$ cat src/rtl/score_counter.sv
// Snake game score tracker: counts apple edges during play, keeps a binary
// and two-digit BCD score, and raises FINISHED at the winning score.
module score_counter #(
    parameter int TARGET = 10
) (
    input  logic       CLK,
    input  logic       RESET,
    input  logic [1:0] STATE,
    input  logic       APPLE_EATEN,
    output logic [6:0] SCORE_BIN,
    output logic [3:0] SCORE_ONES,
    output logic [3:0] SCORE_TENS,
    output logic       SCORE_PULSE,
    output logic       FINISHED
);

    localparam logic [1:0] ST_IDLE = 2'b00;
    localparam logic [1:0] ST_PLAY = 2'b01;
    localparam logic [6:0] MAX_SCORE = 7'd99;
    localparam logic [6:0] TARGET_L = 7'(TARGET);

    logic       apple_q, apple_d;
    logic [6:0] score_q, score_d;
    logic [3:0] ones_q, ones_d;
    logic [3:0] tens_q, tens_d;
    logic       pulse_q, pulse_d;
    logic       finished_q, finished_d;

    logic       rise;
    logic       inc;
    logic       is_idle;
    logic       is_play;
    logic [6:0] score_inc;
    logic [3:0] ones_inc;
    logic [3:0] tens_inc;

    assign is_idle = (STATE == ST_IDLE);
    assign is_play = (STATE == ST_PLAY);

    // Edge detector runs in every state so a level held across play entry
    // must fall and rise again before it counts.
    assign rise = APPLE_EATEN & ~apple_q;
    assign inc  = rise & is_play & ~finished_q & (score_q < MAX_SCORE);

    assign score_inc = score_q + 7'd1;

    always_comb begin
        ones_inc = ones_q + 4'd1;
        tens_inc = tens_q;
        if (ones_q == 4'd9) begin
            ones_inc = 4'd0;
            tens_inc = tens_q + 4'd1;
        end
    end

    always_comb begin
        apple_d    = APPLE_EATEN;
        score_d    = score_q;
        ones_d     = ones_q;
        tens_d     = tens_q;
        pulse_d    = 1'b0;
        finished_d = finished_q;
        unique case (1'b1)
            is_idle: begin
                score_d    = 7'd0;
                ones_d     = 4'd0;
                tens_d     = 4'd0;
                finished_d = 1'b0;
            end
            inc: begin
                score_d    = score_inc;
                ones_d     = ones_inc;
                tens_d     = tens_inc;
                pulse_d    = 1'b1;
                // Set from the next value so it lands with the winning point.
                finished_d = finished_q | (score_inc == TARGET_L);
            end
            default: ;
        endcase
    end

    always_ff @(posedge CLK or negedge RESET) begin
        if (!RESET) begin
            apple_q    <= 1'b0;
            score_q    <= 7'd0;
            ones_q     <= 4'd0;
            tens_q     <= 4'd0;
            pulse_q    <= 1'b0;
            finished_q <= 1'b0;
        end else begin
            apple_q    <= apple_d;
            score_q    <= score_d;
            ones_q     <= ones_d;
            tens_q     <= tens_d;
            pulse_q    <= pulse_d;
            finished_q <= finished_d;
        end
    end

    assign SCORE_BIN   = score_q;
    assign SCORE_ONES  = ones_q;
    assign SCORE_TENS  = tens_q;
    assign SCORE_PULSE = pulse_q;
    assign FINISHED    = finished_q;

endmodule

$ cat config.mk
export PLATFORM = sky130hd
export DESIGN_NAME = score_counter
export DESIGN_NICKNAME = d
export VERILOG_FILES = /design/src/rtl/score_counter.sv
export SDC_FILE = /design/constraint.sdc
export NUM_CORES = 1
export LEC_CHECK = 0
export BUFFER_PORTS_ARGS = -buffer_cell sky130_fd_sc_hd__buf_4
export CAP_MARGIN = 10
export CORE_MARGIN = 4
export CORE_UTILIZATION = 40
export DETAILED_ROUTE_END_ITERATION = 16
export GPL_TIMING_DRIVEN = 0
export PLACE_DENSITY = 0.59
export SLEW_MARGIN = 10
export SYNTH_ARGS = -nofsm -noshare
export SYNTH_HDL_FRONTEND = slang
export SYNTH_SLANG_ARGS = --single-unit
$ cat constraint.sdc
create_clock -name CLK -period 2.5 [get_ports CLK]
set_input_delay 0 -clock CLK [delete_from_list [all_inputs] [get_ports CLK]]
set_output_delay 0 -clock CLK [all_outputs]
set_load 0.02 [all_outputs]
# Word-level counts from Yosys, hierarchy flattened
# Index checks and enable logic that the tools add are counted.
# totals
reg_bits	18
in_bits	5
wordCells	31
# classes
add_sub_neg	3
order_cmp	1
eq_ne	4
muxes	7
bitwise_logic	7
n_reduce_logical	3
# op_table
cell	count
$pmux W4 S2	2
$pmux W7 S2	1
$add A4 B1 Y4 const B	2
$mux W4	2
$add A7 B1 Y7 const B	1
$eq A7 B4 Y1 const B	1
$lt A7 B7 Y1 const B	1
$and A1 B1 Y1	4
$eq A4 B4 Y1 const B	1
$eq A2 B1 Y1 const B	1
$logic_not A2 Y1	1
$ne A2 B1 Y1 const B	1
$not A1 Y1	2
$pmux W1 S2	1
$reduce_and A2 Y1	1
$reduce_bool A2 Y1	1
$mux W1	1
$or A1 B1 Y1	1

# Logic depth before layout (Yosys ltp)
# depth
depth_word	7
mapped_depth	7

# Worst setup path after synthesis
# OpenSTA, ideal clock, no wires.
# synth_path
path_kind	reg2reg
start	register score_q[4] (netlist: SCORE_BIN[4])
end	register tens_q[3] (netlist: SCORE_TENS[3])
setup_time_ps	77
arrival_time_ps	1986
required_ps	2423
slack_ps	436
path_stages_with_launch	6
path_buffers	1
path_cell_list	dfrtp_1 -> buf_2 -> a2111o_1 -> a211o_1 -> or4_1 -> a21oi_1
# synth_via
elab_chain_cells	4
word_cells_on_any_way	6
classes_between	order compare: 1; eq/ne: 1; mux: 1; bitwise: 1; reduce/logical: 2
# synth_rtl
element	line	source
start, declared	23	logic [6:0] score_q, score_d;
start signal, assigned	92	score_q <= score_d;
$lt A7 B7 Y1 *	43	assign inc = rise & is_play & ~finished_q & (score_q < MAX_SCORE);
$and A1 B1 Y1 *	43	
$ne A2 B1 Y1 (no source line) / $reduce_bool A2 Y1 (equally long branches)	n/a	
$reduce_and A2 Y1 (no source line)	n/a	
end signal, assigned	94	tens_q <= tens_d;
end, declared	25	logic [3:0] tens_q, tens_d;
# Every way passes the cells marked *; elsewhere a longest branch is shown, timed or not.
# A chain may end at the register's enable or synchronous reset.

# Final worst setup path
# layout_path
start	register score_q[0] (netlist: SCORE_BIN[0])
end	register score_q[4] (netlist: SCORE_BIN[4])
# layout_via
elab_chain_cells	3
word_cells_on_any_way	5
classes_between	add/sub: 1; order compare: 1; mux: 1; bitwise: 1; reduce/logical: 1
# layout_rtl
element	line	source
$lt A7 B7 Y1 *	43	
$and A1 B1 Y1 *	43	
via inc	30	logic inc;
$pmux W7 S2 / $reduce_bool A2 Y1 (equally long branches)	n/a	
# Mark *: on every way through the listed nets, which the timed path passes. The rest lies on a longest branch.

==> results.tsv <==
metric	value	unit
outcome	complete, no violations	
initial_core_util	0.437	
postCtsSetupBuffers	0	
path_cells	a2111o_1 -> a211o_1 -> inv_1 -> buf_2 -> mux2i_1 -> a21o_1	
layout_cell_share_with_drive_strength_beyond_1	0.238	
number_of_buffers_on_the_longest_clock_path	2	
final_net_count	141	
cts_resized	0	
grtUsageTotal	0.159	
switching_power	0.145	mW
clock_tree.htree_level_count	1	
cp_data_required_time	2.70	ns
avgViaCountPerCell	5.58	
clock_power_share	0.336	
final-hold-violation-count	0	
net_count_after_synthesis	113	
worst_setup_path_end_kind	flop	
tritoncts_num_sinks	18	
place.detailed.hpwl	1.62	mm
cts_buffers	3	
numPortBuffers	21	
critical-path-slowest-cell	dfrtp_1	
hold_path_end	SCORE_TENS[3]$_DFFE_PN0P_	
drt_wl_total	2.22	mm
cts_tree	built	
path_class	flop to flop	
synthesis_to_finish_area_growth	24.8	%
placed_cells_incl_taps	152	
floorplan.io_pins	22	
cpPeakStageDelay	0.50	ns
drtPass1Iterations	4	
vdd.ir_drop.worst	0.000274	V
via_count	881	
design.die.area	0.00337	sq mm
postSynthRegisterBits	18	
grt_first_pass_wirelength	4.13	mm
rr_endpoint	SCORE_BIN[4]$_DFFE_PN0P_	
worst_skew_pair.late_latency	0.30	ns
r2r_setup_slack	0.39	ns
seq_power_share	0.555	
timing.reg2reg.worst_path_depth	6	
worstReg2RegStart	SCORE_BIN[0]$_DFFE_PN0P_	
setup_viol_count_final	0	
route.antenna.remaining_nets	0	
period_minus_slack	2.11	ns
antenna_found_initial	0	
combinationalPowerShare	0.109	
most_common_cell_after_layout_fill_and_taps_aside	buf_4	
synth_warn	0	
timing.fmax	474	MHz
design_power_total	0.558	mW
holdWs	0.0213	ns
startpoint_class	flop	
first_global_vias	880	
instances_no_fill	158	
path_clk_slew	0.12	ns
unrepaired_setup_endpoints_after_global_routing	no	
num_antenna_cells	0	
timing.max_cap.violations	0	
worst_margin_pin_slew	0.470	ns
root_buffer	clkbuf_4	
post_synth_inst_count	103	
p_sw_frac	0.260	
die_h	58.1	um
placementRows	17	
hold_critical_path_depth	3	
timing.slew.headroom	0.686	
slew_violations	0	
cts_hold_buffers	2	
seq_area_frac_synth	0.449	
drt_iter0_drc	16	
layout_common_cells	buf_4, dfrtp_1, nand3_1	
power_per_cell_area	445	mW/mm^2
grt_ovf	0	
setup_tns	0	ns
min-delay-start	STATE[0]	
post_synth.cell_area_avg	9.74	sq um
wire_per_inst	14.0	um
yosys.cell_types.count	32	
finalCritPeriodShare	0.845	
width_of_the_die	58.1	um
grt_max_degree	19	
final.setup_skew	0.0105	ns
drcViolationCount	0	
design.core.area	0.00230	sq mm
mappedNetlistArea	0.00100	sq mm
hold_path.class	primary input to flop	
gp_congestion	0.781	
power.leakage	0.612	nW
cp_data_arrival_time	2.31	ns
critical_path_peak_fanout	10	
power.internal	0.413	mW
## kinds of logic after synthesis
kind of cell    after synthesis  synth area share
flops                        18             0.449
buf+inv                       9            0.0362
mux                           5            0.0524
fa+ha+maj                     5            0.0623
simple gates                 40             0.218
compound gates               26             0.182
## cell type report
cell class | instances | area [sq um]
Fill cell | 218 | 1040
Buffer | 6 | 25.0
Inverter | 3 | 11.3
Multi-Input combinational cell | 76 | 517
Tap cell | 28 | 35.0
Sequential cell | 18 | 450
Timing Repair Buffer | 23 | 178
Clock buffer | 4 | 36.3
## critical path: cells and delay by family (launching register included)
kind                   cells  cell delay (ns)
buffers and inverters      2             0.35
AOI/OAI and AO/OA          3             1.06
muxes                      1             0.10
DFF                        1             0.50
## power groups by stage
stage               clock network (mW)  registers, mW  logic, mW
detailed placement                   0          0.315     0.0597
global route                     0.206          0.312     0.0687
finish                           0.187          0.310     0.0608
floorplan                            0          0.321     0.0229
global placement                     0          0.315     0.0579
CTS                              0.194          0.310     0.0623
## synthesized netlist by cell type
cell type   n  area share
dfrtp_1    18        0.45
nand3_1    11       0.055
nand2_1     8       0.030
o21ai_0     6       0.030
a21oi_1     5       0.025
ha_1        5       0.062
a31oi_1     4       0.025
clkbuf_1    4       0.015
nand2b_1    4       0.025
nor2_1      4       0.015
and3_1      3       0.019
inv_1       3       0.011
mux2i_1     3       0.030
a41oi_1     2       0.017
and2_1      2       0.012
buf_2       2       0.010
mux2_2      2       0.022
nand3b_1    2       0.015
o31ai_1     2       0.015
a2111o_1    1       0.011
a2111oi_2   1       0.015
a211o_1     1      0.0087
a21o_1      1      0.0075
a22o_1      1      0.0087
a32o_1      1       0.010
and3b_1     1      0.0087
nand4bb_1   1       0.011
nor3_1      1      0.0050
nor4b_1     1      0.0087
o2bb2ai_1   1      0.0087
or2_2       1      0.0062
or4_1       1      0.0075
## how the worst max path moves through the flow
stage / end / depth (start not counted) / from / slack (ns)
2_1_floorplan: SCORE_TENS[3]$_DFFE_PN0P_ / 5 / SCORE_BIN[4]$_DFFE_PN0P_ / 0.44
3_5_place_dp: SCORE_BIN[4]$_DFFE_PN0P_ / 6 / SCORE_BIN[0]$_DFFE_PN0P_ / 0.42
4_1_cts: SCORE_BIN[4]$_DFFE_PN0P_ / 6 / SCORE_BIN[0]$_DFFE_PN0P_ / 0.38
5_1_grt: SCORE_BIN[5]$_DFFE_PN0P_ / 6 / SCORE_BIN[0]$_DFFE_PN0P_ / 0.22
6_report: SCORE_BIN[4]$_DFFE_PN0P_ / 6 / SCORE_BIN[0]$_DFFE_PN0P_ / 0.39
3_3_place_gp: SCORE_BIN[4]$_DFFE_PN0P_ / 6 / SCORE_BIN[0]$_DFFE_PN0P_ / 0.43
## routing by layer
layer  share of wire  global-route usage  vias to the layer above
met2            0.46               0.255                       28
li1                -                   -                      436
met3           0.075              0.0557                        2
met4          0.0077              0.0199                        0
met1            0.46               0.212                      415
met5               0                   0                        -
## registers in the layout, summed over array words and instances (netlist names)
name	count
SCORE_ONES	4
FINISHED	1
SCORE_PULSE	1
SCORE_BIN	7
apple_q	1
SCORE_TENS	4
## metrics by stage
| step | utilization | instance area (sq um) | setup WS [ns] |
|---|---|---|---|
| floorplan | - | 1000 | 0.436 |
| global placement | 0.521 | 1200 | 0.425 |
| detailed placement | 0.521 | 1200 | 0.416 |
| CTS | 0.545 | 1250 | 0.384 |
| global route | 0.545 | 1250 | 0.224 |
| finish | 0.545 | 1250 | 0.389 |
No activity file was read; power rests on OpenSTA's default activity.
